`src/rtl/nes_controller_port_pkg.sv`:
```
// nes_pkg: shared constants for the NES standard-controller port.
//   - button bit positions (same order in buttons, shift register, debug out)
//   - USB HID usage codes mapped onto each button
//   - CPU register addresses of the two controller ports
package nes_pkg;

  localparam int BTN_A      = 0;
  localparam int BTN_B      = 1;
  localparam int BTN_SELECT = 2;
  localparam int BTN_START  = 3;
  localparam int BTN_UP     = 4;
  localparam int BTN_DOWN   = 5;
  localparam int BTN_LEFT   = 6;
  localparam int BTN_RIGHT  = 7;

  localparam logic [7:0] KEY_A_BTN      = 8'h0E; // K
  localparam logic [7:0] KEY_B_BTN      = 8'h0D; // J
  localparam logic [7:0] KEY_SELECT_BTN = 8'h2B; // Tab
  localparam logic [7:0] KEY_START_BTN  = 8'h28; // Enter
  localparam logic [7:0] KEY_UP_BTN     = 8'h1A; // W
  localparam logic [7:0] KEY_DOWN_BTN   = 8'h16; // S
  localparam logic [7:0] KEY_LEFT_BTN   = 8'h04; // A
  localparam logic [7:0] KEY_RIGHT_BTN  = 8'h07; // D

  localparam logic [15:0] JOY1_ADDR = 16'h4016;
  localparam logic [15:0] JOY2_ADDR = 16'h4017;

  // Kind of CPU access seen this cycle, as far as this block cares.
  typedef enum logic [1:0] {
    ACC_NONE,
    ACC_RD_JOY1,
    ACC_RD_JOY2,
    ACC_WR_JOY1
  } access_e;

  function automatic access_e decode_access(input logic enable, input logic rw_n,
                                            input logic [15:0] addr);
    decode_access = ACC_NONE;
    if (enable) begin
      if (rw_n && addr == JOY1_ADDR)       decode_access = ACC_RD_JOY1;
      else if (rw_n && addr == JOY2_ADDR)  decode_access = ACC_RD_JOY2;
      else if (!rw_n && addr == JOY1_ADDR) decode_access = ACC_WR_JOY1;
    end
  endfunction

endpackage

```
`src/rtl/nes_controller_port_if.sv`:
```
// nes_controller_port_if: CPU-side bus signals of the controller port.
//   ENABLE, ADDR, CPU_RW_n, DATA_IN : driven by the CPU (master)
//   DATA_OUT, DATA_OUT_valid        : driven by the port (slave)
interface nes_controller_port_if;
  logic        ENABLE;
  logic [15:0] ADDR;
  logic        CPU_RW_n;
  logic [7:0]  DATA_IN;
  logic [7:0]  DATA_OUT;
  logic        DATA_OUT_valid;

  modport master (
    output ENABLE, ADDR, CPU_RW_n, DATA_IN,
    input  DATA_OUT, DATA_OUT_valid
  );

  modport slave (
    input  ENABLE, ADDR, CPU_RW_n, DATA_IN,
    output DATA_OUT, DATA_OUT_valid
  );
endinterface

```
`src/rtl/nes_controller_port_keycode_to_buttons.sv`:
```
// keycode_to_buttons: combinational map from a USB HID usage code to a
// one-hot NES pad state. Unmapped codes (including 0) release all buttons.
//   keycode_i : HID usage code
//   buttons_o : one-hot button vector (bit order from nes_pkg)
module keycode_to_buttons
  import nes_pkg::*;
(
  input  logic [7:0] keycode_i,
  output logic [7:0] buttons_o
);

  always_comb begin
    // NOTE: default assignment first so every path drives buttons_o (no latch).
    buttons_o = '0;
    case (keycode_i)
      KEY_A_BTN:      buttons_o[BTN_A]      = 1'b1;
      KEY_B_BTN:      buttons_o[BTN_B]      = 1'b1;
      KEY_SELECT_BTN: buttons_o[BTN_SELECT] = 1'b1;
      KEY_START_BTN:  buttons_o[BTN_START]  = 1'b1;
      KEY_UP_BTN:     buttons_o[BTN_UP]     = 1'b1;
      KEY_DOWN_BTN:   buttons_o[BTN_DOWN]   = 1'b1;
      KEY_LEFT_BTN:   buttons_o[BTN_LEFT]   = 1'b1;
      KEY_RIGHT_BTN:  buttons_o[BTN_RIGHT]  = 1'b1;
      default:        ;
    endcase
  end

endmodule

```
`src/rtl/nes_controller_port.sv`:
```
// nes_controller_port: NES standard controller at $4016, "no pad" at $4017.
// Debounces the USB keycode into a button state, latches it into a 4021-style
// shift register on strobe, and returns one bit per $4016 read.
//   CPU_CLK, RESET_n    : clock / async active-low reset
//   bus (slave)         : CPU enable, address, R/W, write data, read data/valid
//   controller_keycode  : HID usage code, already in CPU_CLK domain
//   buttons_debug       : debounced button state
module nes_controller_port
  import nes_pkg::*;
#(
  parameter int         KEY_STABLE_CYCLES = 2,
  parameter logic [7:0] OPEN_BUS          = 8'h40
) (
  input  logic                  CPU_CLK,
  input  logic                  RESET_n,
  nes_controller_port_if.slave  bus,
  input  logic [7:0]            controller_keycode,
  output logic [7:0]            buttons_debug
);

  localparam int            CW     = $clog2(KEY_STABLE_CYCLES + 1);
  localparam logic [CW-1:0] STABLE = CW'(KEY_STABLE_CYCLES);

  logic          strobe_q;
  logic [7:0]    shreg_q;
  logic [7:0]    buttons_q;
  logic [7:0]    cand_q;
  logic [CW-1:0] cnt_q, cnt_d;
  logic [7:0]    decoded;
  logic          load_buttons;
  logic          read_bit;
  access_e       acc;

  // Upper write-data bits have no function at $4016.
  logic unused_data_bits;
  assign unused_data_bits = ^bus.DATA_IN[7:1];

  keycode_to_buttons u_decode (
    .keycode_i (controller_keycode),
    .buttons_o (decoded)
  );

  assign acc = decode_access(bus.ENABLE, bus.CPU_RW_n, bus.ADDR);

  // Count consecutive enabled cycles the keycode has matched the candidate;
  // a new code counts as its first cycle. The count saturates at STABLE, and
  // buttons reload whenever the count stands at STABLE after this edge.
  always_comb begin
    if (controller_keycode != cand_q) cnt_d = CW'(1);
    else if (cnt_q == STABLE)         cnt_d = cnt_q;
    else                              cnt_d = cnt_q + CW'(1);
    load_buttons = (cnt_d == STABLE);
  end

  // NOTE: sequential state uses non-blocking assignments only.
  always_ff @(posedge CPU_CLK or negedge RESET_n) begin
    if (!RESET_n) begin
      strobe_q  <= 1'b0;
      shreg_q   <= 8'h00;
      buttons_q <= 8'h00;
      cand_q    <= 8'h00;
      cnt_q     <= '0;
    end else if (bus.ENABLE) begin
      cand_q <= controller_keycode;
      cnt_q  <= cnt_d;
      if (load_buttons) buttons_q <= decoded;
      if (acc == ACC_WR_JOY1) strobe_q <= bus.DATA_IN[0];
      // Strobe high keeps the register transparent; the value on the last
      // strobe-high cycle is what the CPU shifts out afterwards.
      if (strobe_q)                shreg_q <= buttons_q;
      else if (acc == ACC_RD_JOY1) shreg_q <= {1'b1, shreg_q[7:1]};
    end
  end

  assign read_bit = strobe_q ? buttons_q[0] : shreg_q[0];

  always_comb begin
    bus.DATA_OUT       = 8'h00;
    bus.DATA_OUT_valid = 1'b0;
    case (acc)
      ACC_RD_JOY1: begin
        bus.DATA_OUT       = {OPEN_BUS[7:1], read_bit};
        bus.DATA_OUT_valid = 1'b1;
      end
      ACC_RD_JOY2: begin
        bus.DATA_OUT       = {OPEN_BUS[7:1], 1'b0};
        bus.DATA_OUT_valid = 1'b1;
      end
      default: ;
    endcase
  end

  assign buttons_debug = buttons_q;

endmodule

```
`src/flat_wrapper.sv`:
```
// flat-port wrapper written by rule: the top's interface ports become plain ports
module nes_controller_port_flat import nes_pkg::*;
#(
  parameter int         KEY_STABLE_CYCLES = 2,
  parameter logic [7:0] OPEN_BUS          = 8'h40
)
  (CPU_CLK, RESET_n, controller_keycode, buttons_debug, bus_ENABLE, bus_ADDR, bus_CPU_RW_n, bus_DATA_IN, bus_DATA_OUT, bus_DATA_OUT_valid);
  nes_controller_port_if bus_i ();
  input  logic CPU_CLK;
  input  logic RESET_n;
  input  logic [7:0] controller_keycode;
  output logic [7:0] buttons_debug;
  input wire logic [$bits(bus_i.ENABLE)-1:0] bus_ENABLE;
  input wire logic [$bits(bus_i.ADDR)-1:0] bus_ADDR;
  input wire logic [$bits(bus_i.CPU_RW_n)-1:0] bus_CPU_RW_n;
  input wire logic [$bits(bus_i.DATA_IN)-1:0] bus_DATA_IN;
  output wire logic [$bits(bus_i.DATA_OUT)-1:0] bus_DATA_OUT;
  output wire logic [$bits(bus_i.DATA_OUT_valid)-1:0] bus_DATA_OUT_valid;
  assign bus_i.ENABLE = bus_ENABLE;
  assign bus_i.ADDR = bus_ADDR;
  assign bus_i.CPU_RW_n = bus_CPU_RW_n;
  assign bus_i.DATA_IN = bus_DATA_IN;
  assign bus_DATA_OUT = bus_i.DATA_OUT;
  assign bus_DATA_OUT_valid = bus_i.DATA_OUT_valid;
  nes_controller_port #(.KEY_STABLE_CYCLES(KEY_STABLE_CYCLES), .OPEN_BUS(OPEN_BUS)) u_core (.CPU_CLK(CPU_CLK), .RESET_n(RESET_n), .bus(bus_i), .controller_keycode(controller_keycode), .buttons_debug(buttons_debug));
endmodule
```
`config.mk`:
```
export PLATFORM = sky130hd
export DESIGN_NAME = nes_controller_port_flat
export DESIGN_NICKNAME = d
export VERILOG_FILES = /design/src/rtl/nes_controller_port_pkg.sv /design/src/rtl/nes_controller_port_if.sv /design/src/rtl/nes_controller_port_keycode_to_buttons.sv /design/src/rtl/nes_controller_port.sv /design/src/flat_wrapper.sv
export SDC_FILE = /design/constraint.sdc
export NUM_CORES = 1
export LEC_CHECK = 0
export ABC_AREA = 1
export CORE_MARGIN = 2
export CORE_UTILIZATION = 46
export DETAILED_ROUTE_END_ITERATION = 6
export PLACE_DENSITY = 0.79
export RECOVER_POWER = 25
export SKIP_LAST_GASP = 1
export SLEW_MARGIN = 40
export SYNTH_ARGS = -nofsm -noshare
export SYNTH_HDL_FRONTEND = slang
export SYNTH_SLANG_ARGS = --single-unit
```
`constraint.sdc`:
```
create_clock -name CPU_CLK -period 1.9 [get_ports CPU_CLK]
set_input_delay 0.285 -clock CPU_CLK [delete_from_list [all_inputs] [get_ports CPU_CLK]]
set_output_delay 0.285 -clock CPU_CLK [all_outputs]
set_load 0.01 [all_outputs]
```
# ---- Word level (Yosys, flattened, before mapping)
# Cells that the tools add are included.
dict set report totals {
  register_bits 27
  latch_bits 0
  ramBits 0
  mem_bits_ro 0
  inputBits 36
  n_memories 0
}
dict set report classes {
  n_addsub 1
  mul 0
  n_div 0
  magnitude_cmp 0
  n_eq_ne 16
  shift 0
  mux 19
  bitwise 0
  reduce_logical 9
}
# operator count
set op_table {}
lappend op_table {{== test 16 x 15 -> 1 bit, second input constant} 2}
lappend op_table {{== test 8 x 3 -> 1 bit, second input constant} 2}
lappend op_table {{== test 8 x 4 -> 1 bit, second input constant} 2}
lappend op_table {{== test 8 x 5 -> 1 bit, second input constant} 2}
lappend op_table {{== test 8 x 6 -> 1 bit, second input constant} 2}
lappend op_table {{two-way mux 8 bit} 2}
lappend op_table {{case mux 7 bit (2 select lines)} 1}
lappend op_table {{two-way mux 2 bit} 6}
lappend op_table {{two-way mux 1 bit} 10}
lappend op_table {{== test 2 bit, second input constant} 4}
lappend op_table {{!= test 8 bit} 1}
lappend op_table {{AND reduction 2 bit} 3}
lappend op_table {{logical AND 1 bit} 3}
lappend op_table {{adder 2 x 1 -> 2 bit, second input constant} 1}
lappend op_table {{== test 2 x 1 -> 1 bit, second input constant} 1}
lappend op_table {{nonzero test 2 bit} 1}
lappend op_table {{OR reduction 2 bit} 1}
lappend op_table {{zero test 1 bit} 1}

# ---- Logic depth before layout (Yosys ltp)
dict set report depth {
  word_depth 9
  ltp_mapped 11
}

# ---- By module
# A second synthesis with hierarchy kept.
dict set report unflattened {
  hier_cells 258
  hier_area_um2 1731.7
}
# module n_inst cells_per_inst area_per_inst_um2
set by_module_without_submodules {}
lappend by_module_without_submodules {nes_controller_port 1 220 1579.0}
lappend by_module_without_submodules {keycode_to_buttons 1 38 152.6}

# ---- Least setup slack after synthesis
# OpenSTA, ideal clock, no wires.
dict set report synth_path {
  path_kind {input to output}
  startpoint {input port bus_ADDR[7]}
  endpoint {output port bus_DATA_OUT[0]}
  t_arrival_ns 1.681
  t_required_ns 1.615
  setup_slack_ns -0.066
  path_stages 9
  path_buffers 0
  path_cell_list {nor2_1 -> nand3_1 -> nor2_1 -> nand2_1 -> o21ai_0 -> nor2_1 -> ha_1 -> nand3_1 -> nor3_1}
}
dict set report synth_via {
  elab_chain_cells 8
  elab_cells_between_ends 12
}
# element line_no
set synth_rtl {}
lappend synth_rtl {{start, declared} flat_wrapper.sv:14} ;# input wire logic [$bits(bus_i.ADDR)-1:0] bus_ADDR;
lappend synth_rtl {{== test 16 x 15 -> 1 bit} {nes_controller_port_pkg.sv:40, nes_controller_port_pkg.sv:42}}
lappend synth_rtl {{logical AND 1 bit} nes_controller_port_pkg.sv:42} ;# else if (!rw_n && addr == JOY1_ADDR) decode_access = ACC_WR_JOY1;
lappend synth_rtl {{two-way mux 2 bit} nes_controller_port_pkg.sv:42}
lappend synth_rtl {{two-way mux 2 bit} nes_controller_port_pkg.sv:41} ;# else if (rw_n && addr == JOY2_ADDR) decode_access = ACC_RD_JOY2;
lappend synth_rtl {{two-way mux 2 bit *} nes_controller_port_pkg.sv:40} ;# if (rw_n && addr == JOY1_ADDR) decode_access = ACC_RD_JOY1;
lappend synth_rtl {{two-way mux 2 bit *} nes_controller_port_pkg.sv:39} ;# if (enable) begin
lappend synth_rtl {{== test 2 bit / == test 2 x 1 -> 1 bit (equally long branches)} nes_controller_port.sv:80} ;# case (acc)
lappend synth_rtl {{case mux 7 bit (2 select lines) *} nes_controller_port.sv:80}
lappend synth_rtl {{end, declared} flat_wrapper.sv:17} ;# output wire logic [$bits(bus_i.DATA_OUT)-1:0] bus_DATA_OUT;
# Every way passes the cells marked *; elsewhere a longest branch is shown, timed or not.

# ---- Worst setup path after layout
dict set report layout_path {
  startpoint {input port bus_ADDR[10]}
  endpoint {output port bus_DATA_OUT[0]}
}
# Same word-level chain as after synthesis.

==> impl_results.md <==
- Status: finished, violations left
- Failing checks: setup timing
- Ys Warns: 0
- HPWL after DPL: 2720 um
- Data arrival, critical path: 1.64 ns
- Avg Synthesized Cell Area: 6.82 um^2
- DRT Pass-1 Iters: 4
- Commonest cells post-synth: nand2_1, dfrtp_1, nand3_1
- Worst Hold End: u_core.buttons_debug[6]$_DFFE_PN0P_
- R2r setup slk: 0.54 ns
- Critical setup path kind: in -> out
- Rel. slew slack: 55.9%
- Hold WC Path Type: reg -> reg
- Die Y: 64.6 um
- Largest area contributor in the netlist: dfrtp_1
- Kind of end point of the critical path: output port
- Worst path max stage delay: 0.27 ns
- # IOs: 53
- Top-count cell post-synth: nand2_1
- Final WL: 3640 um
- Floorplan Core Area: 3610 um^2
- Vias in the first global route: 1504
- CTS tree: yes
- Area grow syn2layout: 32.5%
- First-pass GRT wire length: 6600 um
- Asr flop ratio synth: 100%
- RSZ-0062 raised after global routing: yes
- ANT cells: 0
- Initial DRC Count: 91
- Initial antenna violation count: 0
- Clock Pin Slew Worst Setup and Hold Paths: 0.09 ns
- DR WL/cell: 10.4 um
- Vias per std cell: 4.79
- GRT overflow: 0
- Clock skew: 0.00248 ns
- Post-DRT Antenna Nets: 0
- Worst path cell trace: buf_2 -> nor2_1 -> nand2_1 -> nor2_2 -> buf_4 -> nand3_2 -> nand2_1 -> o21ai_2 -> nor2_1 -> ha_1 -> nand3_2 -> nor3_2 -> buf_2
- Max Cap Viol: 0
- Slew Viols, Final: 0
- Share of the synthesized area in the top cell type: 39.9%
- H-tree depth: 1
- Largest net degree at the start of global routing: 31
- Post-layout min period: 1.93 ns
- Worst-Margin Slew: 0.661 ns
- Fin area: 2240 um^2
- Core Rows: 22
- Cell count after synthesis: 248
- CTS root buf: clkbuf_8
- Fillers: 345
- Fmax: 519 MHz
- Min-delay src: u_core.buttons_debug[6]$_DFFE_PN0P_
- Synth cell types: 24
- EDFF count, synth: 0
- Worst endpoint required time: 1.62 ns
- #FFs+latches synth: 27
- Routability congestion estimate: 0.775
- Area occupied by registers: 676 um^2
- RR Startpoint: u_core.cnt_q[0]$_DFFE_PN0P_
- R2R depth: 5
- Nets: 340
- Chip width: 64.6 um
- Max Root-Sink Buffers: 2
- Layout cells sized above 1: 21.6%
- CTS sink count: 27
- Power after layout: 1.11 mW
- Register area share after synthesis: 39.9%
- DP Worst Slack: -0.833 ns
- Cell at the slowest stage of the critical path: ha_1
- Initial Utilization: 46.9%
- Worst hold path stage count: 2
- Main area contributors after synthesis: dfrtp_1, nand2_1, nand3_1, nor2_1, inv_1
- TritonCTS Buffers: 3
- Die area: 4180 um^2
- Crit start category: input pin
- Power per cell area: 495 nW/um^2
- CP Max Fanout: 2
- Worst Setup SP: bus_ADDR[10]
- Multi-input logic area: 892 um^2
- Worst-Skew Late Latency: 0.28 ns
- Setup violators final: 3
- Final cycle utilization of the critical path: 101%
- Worst R2R End: u_core.buttons_debug[7]$_DFFE_PN0P_
- Lkg Pwr: 1.19 nW
- Post-Synthesis Cell Area: 1690 um^2
- Hold Vio Cnt, Final: 0
- DRC violations left: 0
- Post-DP Area: 2160 um^2
- Setup WS post-layout: -0.0251 ns
- Via count: 1672
- IO Port Bufs: 39
- Gr usage total: 19.8%
- Max IR drop VDD: 0.380 mV
- Predominant post-synthesis flop cell: dfrtp_1
worst max-delay path, delay by kind of cell:
family | cells | cell delay (ns)
AND/OR/NAND/NOR | 8 | 0.66
AO/OA/AOI/OAI | 1 | 0.05
buffers and inverters | 3 | 0.37
adder cells (fa/ha/maj) | 1 | 0.27
metrics by stage:
stage | TNS (ns) | utilization [%] | hold WS [ns] | std cells
CTS | -0.00941 | 61.3 | 0.385 | 348
finish | -0.0671 | 62.1 | 0.505 | 349
detailed placement | -2.25 | 59.9 | 0.487 | 337
floorplan | 0 | - | -0.0106 | 253
global placement | -2.07 | 59.9 | 0.476 | 337
global route | -0.281 | 62.1 | 0.521 | 349
worst max-delay path by stage:
stage | cells after the start | slack, ns | to
after floorplan | 9 | 0.01 | bus_DATA_OUT[0]
after global placement | 11 | -0.77 | bus_DATA_OUT[0]
after detailed placement | 11 | -0.83 | bus_DATA_OUT[0]
after CTS | 11 | -0.009 | bus_DATA_OUT[0]
after global routing | 11 | -0.12 | bus_DATA_OUT[0]
final | 13 | -0.03 | bus_DATA_OUT[0]
power by group:
group,internal [mW],switching [mW],total (mW)
Combinational,0.0746,0.105,0.179
Sequential,0.591,0.00819,0.599
Clock,0.149,0.182,0.331
Total,0.814,0.295,1.11
sequential cells by signal, indices dropped and copies added (netlist names):
| signal | cells |
|---|---|
| u_core.buttons_debug | 8 |
| u_core.cand_q | 8 |
| u_core.shreg_q | 8 |
| u_core.cnt_q | 2 |
| u_core.strobe_q | 1 |
cell type report:
| cell class | instances | area share [%] |
|---|---|---|
| clock buffer | 3 | 1.84 |
| timing repair buffer | 58 | 21.0 |
| sequential | 27 | 30.2 |
| inverter | 25 | 4.19 |
| multi-input combinational | 187 | 39.8 |
| clock inverter | 1 | 0.335 |
| tap | 48 | 2.68 |
layer usage:
layer | GRT usage, % | share of wire [%] | wire length, um
met2 | 34.6 | 49 | 1790
met5 | 0 | 0 | 0
met4 | 5.32 | 1.5 | 53
met1 | 25.0 | 45 | 1640
met3 | 3.65 | 4.2 | 151
timing repair:
action,CTS,global route
hold buffers,0,0
pin swaps,17,4
resized for setup,77,6
hold endpoints to repair,0,0
buffers inserted,7,1
cloned,0,0
setup endpoints to repair,3,3
placed cells by master (no fill, tap or decap), types with 3 or more instances in the layout:
cell type / synthesis / routed
buf_2: 5 / 13
buf_4: 7 / 17
buf_6: 1 / 4
clkbuf_8: 0 / 3
clkdlybuf4s50_1: 0 / 18
conb_1: 1 / 6
dfrtp_1: 27 / 27
inv_1: 18 / 17
inv_2: 7 / 8
nand2_1: 97 / 96
nand3_1: 24 / 21
nand3_2: 1 / 4
nand4_1: 9 / 9
nor2_1: 20 / 15
nor2_2: 1 / 5
nor3_1: 9 / 8
o21ai_0: 10 / 9
cell families after synthesis:
logic type | Yosys count | share of synthesized area (%)
AO/OA/AOI/OAI | 12 | 3.77
adder cells (fa/ha/maj) | 2 | 1.48
buffers and inverters | 39 | 11.0
flip-flops | 27 | 39.9
other | 1 | 0.222
AND/OR/NAND/NOR | 167 | 43.6
Power figures use the tool's default switching activity.
